[config.mk]
export PLATFORM = sky130hd
export DESIGN_NAME = key_report_uart_tx
export DESIGN_NICKNAME = d
export VERILOG_FILES = /design/src/rtl/key_report_uart_tx.sv
export SDC_FILE = /design/constraint.sdc
export NUM_CORES = 2
export LEC_CHECK = 0
export CORE_ASPECT_RATIO = 0.8
export CORE_MARGIN = 10
export CORE_UTILIZATION = 47
export DETAILED_ROUTE_END_ITERATION = 10
export GPL_TIMING_DRIVEN = 0
export PLACE_DENSITY = 0.78
export SYNTH_ARGS = -nofsm -noshare
export SYNTH_HDL_FRONTEND = slang
export SYNTH_SLANG_ARGS = --single-unit
[constraint.sdc]
create_clock -name clk -period 19.4 [get_ports clk]
set_input_delay 3.88 -clock clk [delete_from_list [all_inputs] [get_ports clk]]
set_output_delay 3.88 -clock clk [all_outputs]
set_load 0.02 [all_outputs]
[src/rtl/key_report_uart_tx.sv]
// Formats a captured (priv_key, pub_x) pair as a 130-char ASCII hex line
// and streams it out as back-to-back 8N1 UART characters.
module key_report_uart_tx #(
   parameter int unsigned BAUD_DIV = 104,
   parameter logic [7:0]  SEP_CHAR = 8'h3A,
   parameter logic [7:0]  EOL_CHAR = 8'h0A
) (
   input  logic         clk,
   input  logic         rst,
   input  logic         in_valid,
   output logic         in_ready,
   input  logic [255:0] priv_key,
   input  logic [255:0] pub_x,
   input  logic         abort,
   output logic         busy,
   output logic         done,
   output logic [7:0]   char_idx,
   output logic         uart_tx
);

   localparam int BW = $clog2(BAUD_DIV);

   typedef enum logic [1:0] {IDLE, START, DATA, STOP} state_t;

   state_t         r_state;
   logic [255:0]   r_priv;
   logic [255:0]   r_pub;
   logic [BW-1:0]  r_baud;
   logic [2:0]     r_bit;
   logic [7:0]     r_char;
   logic           r_abort;
   logic           r_tx;
   logic           r_busy;
   logic           r_rdy;
   logic           r_done;

   logic           w_last_baud;
   logic           w_abort;
   logic [2:0]     w_nbit;
   logic [5:0]     w_pidx;
   logic [3:0]     w_nib;
   logic [7:0]     w_hex;
   logic [7:0]     w_byte;

   assign w_last_baud = (r_baud == BW'(BAUD_DIV - 1));
   assign w_abort     = r_abort | abort;
   assign w_nbit      = r_bit + 3'd1;
   assign w_pidx      = 6'(r_char - 8'd65);

   // Most significant nibble first for both words
   always_comb begin
      w_nib = 4'h0;
      if (r_char < 8'd64)
         w_nib = r_priv[8'd252 - {r_char[5:0], 2'b00} +: 4];
      else
         w_nib = r_pub[8'd252 - {w_pidx, 2'b00} +: 4];
      w_hex = (w_nib < 4'd10) ? 8'h30 + {4'h0, w_nib}
                              : 8'h37 + {4'h0, w_nib};
      w_byte = w_hex;
      if (r_char == 8'd64)
         w_byte = SEP_CHAR;
      else if (r_char == 8'd129)
         w_byte = EOL_CHAR;
   end

   always_ff @(posedge clk or posedge rst) begin
      if (rst) begin
         r_state <= IDLE;
         r_priv  <= '0;
         r_pub   <= '0;
         r_baud  <= '0;
         r_bit   <= '0;
         r_char  <= '0;
         r_abort <= 1'b0;
         r_tx    <= 1'b1;
         r_busy  <= 1'b0;
         r_rdy   <= 1'b1;
         r_done  <= 1'b0;
      end else begin
         r_done <= 1'b0;
         if (r_busy && abort)
            r_abort <= 1'b1;
         unique case (r_state)
            IDLE: begin
               if (in_valid) begin
                  r_priv  <= priv_key;
                  r_pub   <= pub_x;
                  r_baud  <= '0;
                  r_char  <= '0;
                  r_abort <= 1'b0;
                  r_tx    <= 1'b0;
                  r_busy  <= 1'b1;
                  r_rdy   <= 1'b0;
                  r_state <= START;
               end
            end
            START: begin
               if (w_last_baud) begin
                  r_baud  <= '0;
                  r_bit   <= '0;
                  r_tx    <= w_byte[0];
                  r_state <= DATA;
               end else begin
                  r_baud <= r_baud + BW'(1);
               end
            end
            DATA: begin
               if (w_last_baud) begin
                  r_baud <= '0;
                  if (r_bit == 3'd7) begin
                     r_tx    <= 1'b1;
                     r_state <= STOP;
                  end else begin
                     r_bit <= w_nbit;
                     r_tx  <= w_byte[w_nbit];
                  end
               end else begin
                  r_baud <= r_baud + BW'(1);
               end
            end
            STOP: begin
               if (w_last_baud) begin
                  r_baud <= '0;
                  if (r_char < 8'd129 && !w_abort) begin
                     r_char  <= r_char + 8'd1;
                     r_tx    <= 1'b0;
                     r_state <= START;
                  end else begin
                     // An aborted line ends silently, without done
                     r_char  <= '0;
                     r_busy  <= 1'b0;
                     r_rdy   <= 1'b1;
                     r_done  <= ~w_abort;
                     r_state <= IDLE;
                  end
               end else begin
                  r_baud <= r_baud + BW'(1);
               end
            end
         endcase
      end
   end

   assign in_ready = r_rdy;
   assign busy     = r_busy;
   assign done     = r_done;
   assign char_idx = r_char;
   assign uart_tx  = r_tx;

endmodule

==> impl_metrics.csv <==
group,metric,value,unit
status,outcome,"finished clean",
placed_design,detailedPlace.worstSlack,12.37,ns
die,die_y,226.0,µm
sta,period_minus_slack,7.121,ns
synth,syn_area,24940,µm²
setup_path,cp_slowest_cell,"buf_1",
min_path,min_to,"r_priv[199]",
setup_path,rrSetupSlack,12.28,ns
clock_network,cts_resized,0,
die,pin_count,528,
clock_network,post-cts-setup-buffers,0,
drt,drt-total-wl,92830,µm
sta,hold_violations,0,
drt,viasPerCell,5.513,
placed_design,place_area,31200,µm²
sta,finClkSkew,0.03248,ns
drt,first_pass_iters,5,
final_layout,nNetsFinal,3799,
sta,rsz0062_at_grt,"no",
sta,tightest_slew,1.248,ns
final_layout,final_util,63.17,%
sta,hold_slack,0.4701,ns
die,initial_core_util,47.55,%
die,num_rows,75,
sta,drv_slew,0,
setup_path,cp-start-kind,"flip-flop",
grt,grt-ovfl-total,0,
clock_network,cts_tree,"yes",
die,dieArea,62740,µm²
pwr,power.density,156.7,nW/µm²
placed_design,place_hpwl,69470,µm
synth,ys_types,63,
final_layout,syn_to_final_growth,32.85,%
setup_path,critPathKind,"reg -> reg",
die,coreArea,52460,µm²
final_layout,drive_gt1_share,8.449,%
sta,max_freq,140.4,MHz
clock_network,cts_max_level,2,
clock_network,hold_buffers,0,
drt,ant_nets,0,
setup_path,cp_max_fo,10,
clock_network,insertion_delay,0.62,ns
synth,synth_nets,3212,
synth,postSynthCellCount,2684,
placed_design,port_buffers,527,
synth,synthArstFlopShare,100.0,%
pwr,vdd_ir_drop_max,0.07872,mV
drt,drtIter0Drc,2297,
setup_path,path_cells,"buf_2 > buf_2 > buf_1 > inv_1 > ha_1 > buf_2 > buf_2 > buf_1 > mux4_2 > mux2_2 > o221ai_1 > o2bb2ai_1 > or2_2 > inv_2 > ha_1 > o211ai_1 > o2111ai_1 > a211o_1 > o211a_1 > o31ai_2",
die,dieWidth,277.6,µm
setup_path,cp.arrival,7.63,ns
grt,grt_util_met3,6.821,%
setup_path,slowest_delay,0.96,ns
synth,synth-edff-count,0,
synth,synthFlopType,"dfrtp_1",
placed_design,gp_congestion,0.8935,
clock_network,cts_buffer_depth,3,
sta,setup_viol,0,
grt,grt_pass1_vias,22655,
grt,gr-max-usage-layer,"met2",
setup_path,cpMostUsedCell,"buf_2",
grt,grt_max_degree,131,
clock_network,clockRootBuffer,"clkbuf_16",
clock_network,cts_inserted_buffers,54,
sta,period_share,36.71,%
synth,yosysWarnings,0,
min_path,hold_depth,2,
grt,grt_pass1_wl,138300,µm
sta,fin_ws,12.28,ns
sta,slew_headroom,16.82,%
pwr,p_leak,15.86,nW
min_path,worstHoldPathType,"reg -> reg",
setup_path,setup.worst_path.end_class,"flip-flop",
setup_path,worstReg2RegStart,"char_idx[1]",
job,maxCapViolCount,0,
grt,grtUsageMet1,39.24,%
drt,wl_per_cell,23.06,µm
grt,gr-usage-met2,44.64,%
clock_network,cts_sinks,537,
synth,seq_area_frac_synth,53.89,%
drt,vias,22191,
synth,syn_area_per_cell,9.293,µm²
grt,antenna_found_initial,19,
min_path,hp-start,"r_priv[199]",
final_layout,stdcell_area,33140,µm²
drt,drc_errors,0,
setup_path,r2r_cells,20,
final_layout,fillers,4284,
grt,grt_use_total,29.00,%
setup_path,crit_required,19.90,ns
synth,ys_seq_elements,537,
setup_path,r2r-end,"uart_tx",
clock_network,clkTransAtPathRegs,0.06,ns
==> worst max-delay path: cells and delay by family (launching register included) <==
family	cells	cell delay, ns
AO/OA/AOI/OAI	7	1.18
adder cells (fa/ha/maj)	2	0.69
buffers and inverters	8	3.64
flip-flops	1	0.37
multiplexers	2	0.78
AND/OR/NAND/NOR	1	0.32
==> layout make-up <==
type | instances | area (µm²) | area share (%)
inverters | 10 | 45.04 | 0.1359
clock buffers | 72 | 1550 | 4.678
multi-input cells | 1973 | 10760 | 32.47
well taps | 693 | 867.1 | 2.617
diodes | 18 | 45.04 | 0.1359
flip-flops and latches | 537 | 13440 | 40.56
clock inverters | 27 | 339.1 | 1.023
repair buffers | 531 | 5385 | 16.25
plain buffers | 164 | 704.4 | 2.126
==> flip-flops by register name, indices dropped and copies added (netlist names) <==
name / flops
busy: 1
r_state: 2
r_baud: 7
r_pub: 256
char_idx: 8
r_priv: 256
r_bit: 3
uart_tx: 1
r_abort: 1
done: 1
in_ready: 1
==> synthesized netlist by cell type, drive strengths merged, types with 3 or more instances <==
cell type / count / area share (%)
dfrtp: 535 / 54
mux2: 17 / 0.77
nand3b: 3 / 0.090
mux4: 128 / 12
nor4: 6 / 0.15
o2111ai: 6 / 0.21
o21ai: 23 / 0.46
or4: 4 / 0.12
nand2b: 7 / 0.18
o31ai: 6 / 0.22
o221ai: 4 / 0.14
o211ai: 4 / 0.12
ha: 12 / 0.60
nand2: 1559 / 23
a22oi: 34 / 1.0
and3: 14 / 0.35
o22ai: 6 / 0.15
or3: 3 / 0.075
a211o: 13 / 0.46
or2: 5 / 0.14
xnor2: 3 / 0.11
buf: 37 / 0.91
a211oi: 3 / 0.090
clkbuf: 127 / 1.9
and2: 6 / 0.15
nor2b: 3 / 0.075
a21oi: 30 / 0.60
nor3: 10 / 0.20
nor2: 29 / 0.47
inv: 9 / 0.14
nand3: 10 / 0.20
==> cells by family (layout without fill, tap and decap cells) <==
logic type | count (synthesis) | after routing | synth area share, %
simple gates | 1663 | 1663 | 25.79
flops | 537 | 537 | 53.89
other cells | 0 | 18 | 0
xor+xnor | 5 | 5 | 0.1756
mux | 147 | 147 | 12.41
buf+inv | 174 | 804 | 2.975
compound gates | 146 | 146 | 4.169
fa+ha+maj | 12 | 12 | 0.6020
==> layer usage <==
layer  routed length (µm)  share of wire (%)
met1                38750                 42
met2                42200                 45
met3                 8430                9.1
met4                 3445                3.7
met5                    0                  0
==> placed cells by master, fill, tap and decap left out, drive strengths merged, types with 7 or more instances in the layout <==
cell / netlist / layout
nand2: 1559 / 1559
buf: 37 / 41
and3: 14 / 14
clkdlybuf4s50: 0 / 527
a22oi: 34 / 34
nor3: 10 / 10
nand3: 10 / 10
a21oi: 30 / 30
o21ai: 23 / 23
mux4: 128 / 128
bufinv: 0 / 7
dfrtp: 535 / 535
clkbuf: 127 / 199
nand2b: 7 / 7
ha: 12 / 12
mux2: 17 / 17
a211o: 13 / 13
nor2: 29 / 29
diode: 0 / 18
inv: 9 / 13
clkinv: 1 / 14
==> worst max-delay path by stage <==
stage | start | to
final | char_idx[1] | uart_tx
after global routing | char_idx[1] | uart_tx
after CTS | char_idx[1] | uart_tx
after detailed placement | char_idx[1] | uart_tx
after global placement | rst | r_pub[192]
after floorplan | rst | busy
==> power breakdown <==
part | switching (mW) | internal (mW) | total (mW)
Combinational | 1.24 | 0.897 | 2.14
Clock | 0.470 | 0.656 | 1.13
Sequential | 0.290 | 1.64 | 1.93
==> through the flow <==
| step | setup TNS [ns] | power, mW | instances |
|---|---|---|---|
| after floorplan | 0 | 3.237 | 2684 |
| final | 0 | 5.193 | 4025 |
| after detailed placement | 0 | 4.035 | 3908 |
| after CTS | 0 | 5.177 | 4007 |
| after global placement | -3028.20 | 3.967 | 3904 |
| after global routing | 0 | 5.496 | 4023 |
No activity file was read; power rests on OpenSTA's default activity.
